### src/rtl/el2_lsu_clken_sched.sv
// Clock-enable scheduler for the LSU gated clock domains, with a quiesce handshake.
// Optional gated-cycle counter is built only when LSU_CLKEN_PERF_EN is defined.

module el2_lsu_clken_dom #(
  parameter int HOLD_W = 4
) (
  input  logic              clk,
  input  logic              rst_l,
  input  logic              act,
  input  logic              wake_req,
  input  logic              wake_ok,
  input  logic              clk_override,
  input  logic [HOLD_W-1:0] hold_val,
  output logic              clken,
  output logic              dom_on,
  output logic              wake_ack
);
  typedef enum logic [1:0] {D_OFF, D_ON, D_HOLD} dst_t;

  dst_t              st, st_nxt;
  logic [HOLD_W-1:0] cnt, cnt_nxt;

  always_ff @(posedge clk or negedge rst_l) begin
    if (!rst_l) begin
      st  <= D_OFF;
      cnt <= '0;
    end else begin
      st  <= st_nxt;
      cnt <= cnt_nxt;
    end
  end

  always_comb begin
    st_nxt  = st;
    cnt_nxt = cnt;
    case (st)
      D_OFF:
        if (act || (wake_req && wake_ok)) st_nxt = D_ON;
      D_ON:
        if (!(act || wake_req)) begin
          // hold_val is sampled here only; later reloads don't disturb a running countdown
          if (hold_val == '0) st_nxt = D_OFF;
          else begin
            st_nxt  = D_HOLD;
            cnt_nxt = hold_val;
          end
        end
      D_HOLD:
        if (act || wake_req) st_nxt = D_ON;
        else if (cnt == '0)  st_nxt = D_OFF;
        else                 cnt_nxt = cnt - HOLD_W'(1);
      default: st_nxt = D_OFF;
    endcase
  end

  assign dom_on   = (st != D_OFF);
  assign clken    = act | dom_on | clk_override;
  assign wake_ack = wake_req & dom_on;
endmodule

module el2_lsu_clken_sched #(
  parameter int              NUM_DOM  = 4,
  parameter int              HOLD_W   = 4,
  parameter logic [HOLD_W-1:0] DEF_HOLD = HOLD_W'(2)
) (
  input  logic               clk,
  input  logic               rst_l,
  input  logic               clk_override,
  input  logic [HOLD_W-1:0]  hold_cfg,
  input  logic               hold_cfg_we,
  input  logic [NUM_DOM-1:0] act,
  input  logic [NUM_DOM-1:0] wake_req,
  output logic [NUM_DOM-1:0] wake_ack,
  output logic [NUM_DOM-1:0] clken,
  output logic [NUM_DOM-1:0] dom_on,
  input  logic               quiesce_req,
  output logic               quiesce_ack,
  output logic [31:0]        gated_cycles
);
  typedef enum logic [1:0] {T_RUN, T_DRAIN, T_QUIET} tst_t;

  tst_t              top, top_nxt;
  logic [HOLD_W-1:0] hold_reg;
  logic              wake_ok;

  always_ff @(posedge clk or negedge rst_l) begin
    if (!rst_l) begin
      top      <= T_RUN;
      hold_reg <= DEF_HOLD;
    end else begin
      top <= top_nxt;
      if (hold_cfg_we) hold_reg <= hold_cfg;
    end
  end

  always_comb begin
    top_nxt = top;
    case (top)
      T_RUN:
        if (quiesce_req) top_nxt = T_DRAIN;
      T_DRAIN:
        if (!quiesce_req)                 top_nxt = T_RUN;
        else if (~|dom_on && ~|act)       top_nxt = T_QUIET;
      T_QUIET:
        if (!quiesce_req)                 top_nxt = T_RUN;
        else if (|act)                    top_nxt = T_DRAIN;
      default: top_nxt = T_RUN;
    endcase
  end

  // New wakes are refused once draining; domains already up keep acking
  assign wake_ok     = (top != T_DRAIN) && (top != T_QUIET);
  assign quiesce_ack = (top == T_QUIET);

  for (genvar i = 0; i < NUM_DOM; i++) begin : g_dom
    el2_lsu_clken_dom #(.HOLD_W(HOLD_W)) u_dom (
      .clk          (clk),
      .rst_l        (rst_l),
      .act          (act[i]),
      .wake_req     (wake_req[i]),
      .wake_ok      (wake_ok),
      .clk_override (clk_override),
      .hold_val     (hold_reg),
      .clken        (clken[i]),
      .dom_on       (dom_on[i]),
      .wake_ack     (wake_ack[i])
    );
  end

`ifdef LSU_CLKEN_PERF_EN
  logic [31:0] gcnt;
  always_ff @(posedge clk or negedge rst_l) begin
    if (!rst_l)                                gcnt <= '0;
    else if (~|clken && gcnt != 32'hFFFF_FFFF) gcnt <= gcnt + 32'd1;
  end
  assign gated_cycles = gcnt;
`else
  assign gated_cycles = '0;
`endif
endmodule

### config.mk
export PLATFORM = sky130hd
export DESIGN_NAME = el2_lsu_clken_sched
export DESIGN_NICKNAME = d
export VERILOG_FILES = /design/src/rtl/el2_lsu_clken_sched.sv
export SDC_FILE = /design/constraint.sdc
export NUM_CORES = 1
export LEC_CHECK = 0
export BUFFER_PORTS_ARGS = -buffer_cell sky130_fd_sc_hd__buf_2
export CAP_MARGIN = 20
export CORE_ASPECT_RATIO = 2
export CORE_MARGIN = 2
export CORE_UTILIZATION = 53
export DETAILED_ROUTE_END_ITERATION = 6
export MAX_ROUTING_LAYER = met4
export PLACE_DENSITY = 0.92
export SLEW_MARGIN = 20
export SYNTH_ARGS = -nofsm -noshare
export SYNTH_HDL_FRONTEND = slang
export SYNTH_SLANG_ARGS = --single-unit
### constraint.sdc
create_clock -name clk -period 2.3 [get_ports clk]
set_input_delay 0.115 -clock clk [delete_from_list [all_inputs] [get_ports clk]]
set_output_delay 0.115 -clock clk [all_outputs]
set_load 0.1 [all_outputs]
==> Yosys cells after proc, flatten, opt, wreduce, memory -nomap -nowiden <==
Cells that the tools add are included.
{ "op_classes": {"add_sub_neg": 4, "mux": 44, "bitwise_logic": 12, "n_reduce_logical": 45, "n_eq_ne": 39} }
{ "ops": {"columns": ["cell", "n"], "rows": [
  ["4-bit 2-to-1 mux", 13],
  ["2-bit 2-to-1 mux", 22],
  ["2-bit != test (second input constant)", 18],
  ["4-bit case mux with 2 select lines", 4],
  ["2-bit case mux with 3 select lines", 5],
  ["4-bit zero test", 5],
  ["5-bit AND reduction", 4],
  ["2-bit nonzero test", 8],
  ["4-bit by 1-bit subtractor with 4-bit output (second input constant)", 4],
  ["3-bit AND reduction", 5],
  ["3-bit by 1-bit != test with 1-bit output (second input constant)", 4],
  ["2-bit by 1-bit equality test with 1-bit output (second input constant)", 5],
  ["2-bit equality test (second input constant)", 5],
  ["2-bit zero test", 5],
  ["2-bit by 1-bit != test with 1-bit output (second input constant)", 5],
  ["1-bit logical OR", 8],
  ["1-bit bitwise OR", 8],
  ["4-bit OR reduction", 2],
  ["1-bit logical AND", 6],
  ["1-bit bitwise AND", 4],
  ["3-bit by 2-bit != test with 1-bit output (second input constant)", 1],
  ["3-bit != test (second input constant)", 1],
  ["1-bit zero test", 2]
]} }
{ "word_totals": {"reg_bits": 30, "wordCells": 154, "in_bits": 17, "output_inout_bits": 45} }

==> Logic depth before layout (Yosys ltp) <==
{ "depth": {"word_depth": 7, "mapped_depth": 7} }

==> Cells and area by module <==
A second synthesis with hierarchy kept.
{ "unflattened": {"hier_cells": 224, "hier_area_um2": 2080.7} }
{ "modules_own_cells": {"columns": ["mod", "area_per_inst_um2", "n_inst", "cells_per_inst"], "rows": [
  ["el2_lsu_clken_dom", 367.9, 4, 40],
  ["el2_lsu_clken_sched", 609.3, 1, 64]
]} }

==> Least setup slack after synthesis <==
Ideal clock, no wire load.
{ "synth_timing": {"path_type": "register to register", "from": "register top[0]", "to": "register top[0]", "slack_ns": 0.273, "required_ns": 2.172, "arrival_ns": 1.900, "path_buffers": 0, "setup_ns": 0.128, "stages_incl_launch_ff": 7, "cell_sequence": "dfrtp_1 inv_1 ha_1 nand2_1 mux2i_1 nor3_1 mux2_1"} }
{ "synth_between": {"elab_chain_cells": 3, "elab_cells_between_ends": 8, "classes_between": "eq/ne: 5; mux: 1; reduce/logical: 2"} }
{ "synth_lines": {"columns": ["item", "line_no", "text"], "rows": [
  ["start, declared", "82", "tst_t top, top_nxt;"],
  ["start signal, assigned", "91", "top <= top_nxt;"],
  ["2-bit equality test (*)", null, null],
  ["via quiesce_ack", "77", "output logic quiesce_ack,"],
  ["3-bit by 2-bit != test with 1-bit output (no source line)", null, null],
  ["3-bit AND reduction (no source line)", null, null]
]} }
The timed path passes the listed nets; every way through them passes the cells marked *.
A chain may end at the register's enable or synchronous reset.

==> Final worst setup path <==
{ "layout_timing": {"from": "register g_dom[0].u_dom.cnt[0]", "to": "register g_dom[0].u_dom.st[0]"} }
{ "layout_between": {"elab_chain_cells": 3} }
{ "layout_lines": {"columns": ["item", "line_no", "text"], "rows": [
  ["start, declared", "21", "logic [HOLD_W-1:0] cnt, cnt_nxt;"],
  ["start signal, assigned", "29", "cnt <= cnt_nxt;"],
  ["4-bit zero test", "50", "else if (cnt == '0) st_nxt = D_OFF;"],
  ["3-bit by 1-bit != test with 1-bit output (no source line)", null, null],
  ["3-bit AND reduction (no source line)", null, null],
  ["end signal, assigned", "28", "st <= st_nxt;"],
  ["end, declared", "20", "dst_t st, st_nxt;"]
]} }
No other way between the ends.

==> impl_metrics.json <==
{
  "grt_pass1_wl_mm": 7.438,
  "slew_headroom_pct": 55.52,
  "clk_pin_slew_ps": 60,
  "dpl_worst_slack_ps": 358.4,
  "place_congestion": 0.8419,
  "drcViolationCount": 0,
  "worst_r2r_endpoint": "g_dom[0].u_dom.st[0]",
  "m1WireLength_mm": 1.712,
  "ir_worst_vdd_uv": 665.0,
  "ios": 62,
  "r2r_slack_ps": 240,
  "multi_input_area_um2": 1150,
  "ys_warn_count": 0,
  "wl_met3_um": 235,
  "r2r_start": "g_dom[0].u_dom.cnt[0]",
  "arrival_ps": 2220,
  "postSynthCellCount": 250,
  "setup_slack_ps": 238.4,
  "holdWs_ps": 62.29,
  "p_leak_nw": 1.067,
  "slowest_stage": "a222oi_1",
  "crit_start": "g_dom[0].u_dom.cnt[0]",
  "chipWidth_um": 49.79,
  "die_h_um": 95.57,
  "dp_hpwl_mm": 3.513,
  "grt_max_degree": 31,
  "coreArea_um2": 4046,
  "fin_crit_ps": 2062,
  "total_power_mw": 2.845,
  "required_ps": 2460,
  "grt_pass1_vias": 1691,
  "netlist_top_cells_count": "buf_4 (44), dfrtp_1 (29), a21oi_1 (20)",
  "status": "finished, final reports clean",
  "rsz0062_at_grt": "no",
  "die_area_um2": 4758,
  "postRouteAntennaNets": 0,
  "power_density_nw_per_um2": 1241,
  "timing.fmax_mhz": 485.1,
  "yosys.area.top_type": "dfrtp_1",
  "avgSynthCellArea_um2": 8.889,
  "cts.sinks": 30,
  "synth_top_flop_cell": "dfrtp_1",
  "path_delay_family": "simple AND/OR/NAND/NOR gates",
  "synth.most_common_cell": "buf_4",
  "largest_register_ff_count": 16,
  "cts_root_buf": "clkbuf_8",
  "drv_slew": 0,
  "cp_num_buf_inv": 1,
  "synth_edf_count": 0,
  "hold-path-endpoint": "hold_reg[0]",
  "synth_top_area_share_pct": 32.66,
  "layout-drive-gt1-share_pct": 19.26,
  "cp_max_fo": 4,
  "setup_viol": 0,
  "clock_skew_ps": 4.122,
  "hold_path.class": "in -> reg",
  "whs_path_depth": 2,
  "antenna_cells": 0,
  "path_class": "reg -> reg",
  "yosysSeqAreaShare_pct": 33.84,
  "final_area_um2": 2292,
  "worst_slew_pin_slew_ps": 667.3,
  "dr_total_vias": 1772,
  "cts_max_level": 2,
  "fillers": 373,
  "fin_nets": 299,
  "slowest_delay_ps": 420,
  "vias_per_cell": 5.503,
  "synthesis.area_um2": 2222,
  "avgRoutedWirePerCell_um": 14.16,
  "route.met2.wl_mm": 2.383,
  "grt_use_total_pct": 21.37,
  "drt-pass1-iter-count": 4,
  "drt_iter0_markers": 40,
  "maxCapViolCount": 0,
  "reg2reg_depth": 6,
  "async_flop_share_pct": 100.0,
  "cts_tree": "built",
  "ys_types": 48,
  "hold_violations": 0,
  "initial_core_util_pct": 54.92,
  "synthToLayoutAreaGrowth_pct": 3.153,
  "netlist_top_cells_area": "dfrtp_1 (33%), buf_4 (15%), ha_1 (6.8%)",
  "hold_start": "hold_cfg[0]",
  "routed_wl_mm": 4.561,
  "cts-resized-gates": 0,
  "timing.setup.tns_ps": 0,
  "regArea_um2": 752.0,
  "cts_made_buffers": 5,
  "antenna_found_initial": 0,
  "top_layer_used": "met4",
  "insertion_delay_ps": 280,
  "num_rows": 33,
  "clk_path_buf_depth": 2,
  "cp_cell_sequence": "inv_1 > ha_1 > nor3b_1 > nor2_1 > a222oi_1 > mux2_1",
  "critPathCaptureType": "register",
  "ys_seq_elements": 30,
  "place_area_um2": 2206,
  "period_share_pct": 89.63,
  "grt-ovfl-total": 0,
  "crit_path_start_kind": "register",
  "portBuffers": 29
}
worst reg2reg max path, cell delays in order (launching register included):
cell	delay, ps
dfrtp_1	400
inv_1	80
ha_1	180
nor3b_1	350
nor2_1	150
a222oi_1	420
mux2_1	380
through the flow:
stage,cells,util (%)
2_1_floorplan,281,-
3_3_place_gp,314,54.51
3_5_place_dp,314,54.51
4_1_cts,322,56.65
5_1_grt,322,56.65
6_report,322,56.65
metal layers:
layer  vias to the layer above  GRT usage (%)
met4                         0          16.44
met3                        19          2.821
met5                         -              -
met2                        90          38.56
met1                       836          19.86
li1                        827              -
worst max-delay path by stage:
stage	endpoint	cells after the start
after global routing	g_dom[0].u_dom.st[0]	6
after CTS	g_dom[0].u_dom.st[0]	6
after floorplan	top[0]	6
final	g_dom[0].u_dom.st[0]	6
after detailed placement	g_dom[0].u_dom.st[0]	6
after global placement	g_dom[0].u_dom.st[0]	5
cell usage in the layout (no fill, tap or decap), types with 3 or more instances in the layout:
| master | instances |
|---|---|
| conb_1 | 32 |
| dfrtp_1 | 29 |
| buf_2 | 29 |
| a21oi_1 | 20 |
| inv_1 | 18 |
| nor2_1 | 18 |
| nand2_1 | 12 |
| ha_1 | 12 |
| nor2b_1 | 11 |
| or3_1 | 8 |
| o21ai_1 | 6 |
| nand2b_1 | 5 |
| mux2i_1 | 5 |
| clkbuf_8 | 5 |
| mux2_2 | 4 |
| o21ai_0 | 4 |
| a31oi_1 | 4 |
| or3b_2 | 3 |
| nor4b_1 | 3 |
| mux2_1 | 3 |
| nor3_1 | 3 |
| o22ai_1 | 3 |
| buf_4 | 3 |
where the power goes:
| part | switching (mW) | total (mW) | internal (mW) | leakage, nW |
|---|---|---|---|---|
| Sequential | 0.160 | 0.876 | 0.717 | 0.352 |
| Combinational | 1.12 | 1.58 | 0.460 | 0.677 |
| Clock | 0.180 | 0.387 | 0.208 | 0.0383 |
repair_timing:
| item | 4_1_cts | 5_1_grt |
|---|---|---|
| buffers inserted | 0 | 0 |
| endpoints found under the hold margin | 29 | 0 |
| hold buffers | 1 | 0 |
area by class of cell:
class	count	area share, %
Timing Repair Buffer	33	7.751
Tap cell	52	2.838
Multi-Input combinational cell	181	50.16
Sequential cell	30	32.81
Clock buffer	7	3.330
Inverter	19	3.111
logic make-up after synthesis:
logic type	after synthesis	synth area share (%)
other	1	0.1688
adders and majority gates	12	6.757
and+or+nand+nor	71	17.62
DFF	30	33.84
muxes	12	5.799
AOI/OAI and AO/OA	54	16.16
buffers and inverters	70	19.65
(Power assumes the default switching activity.)
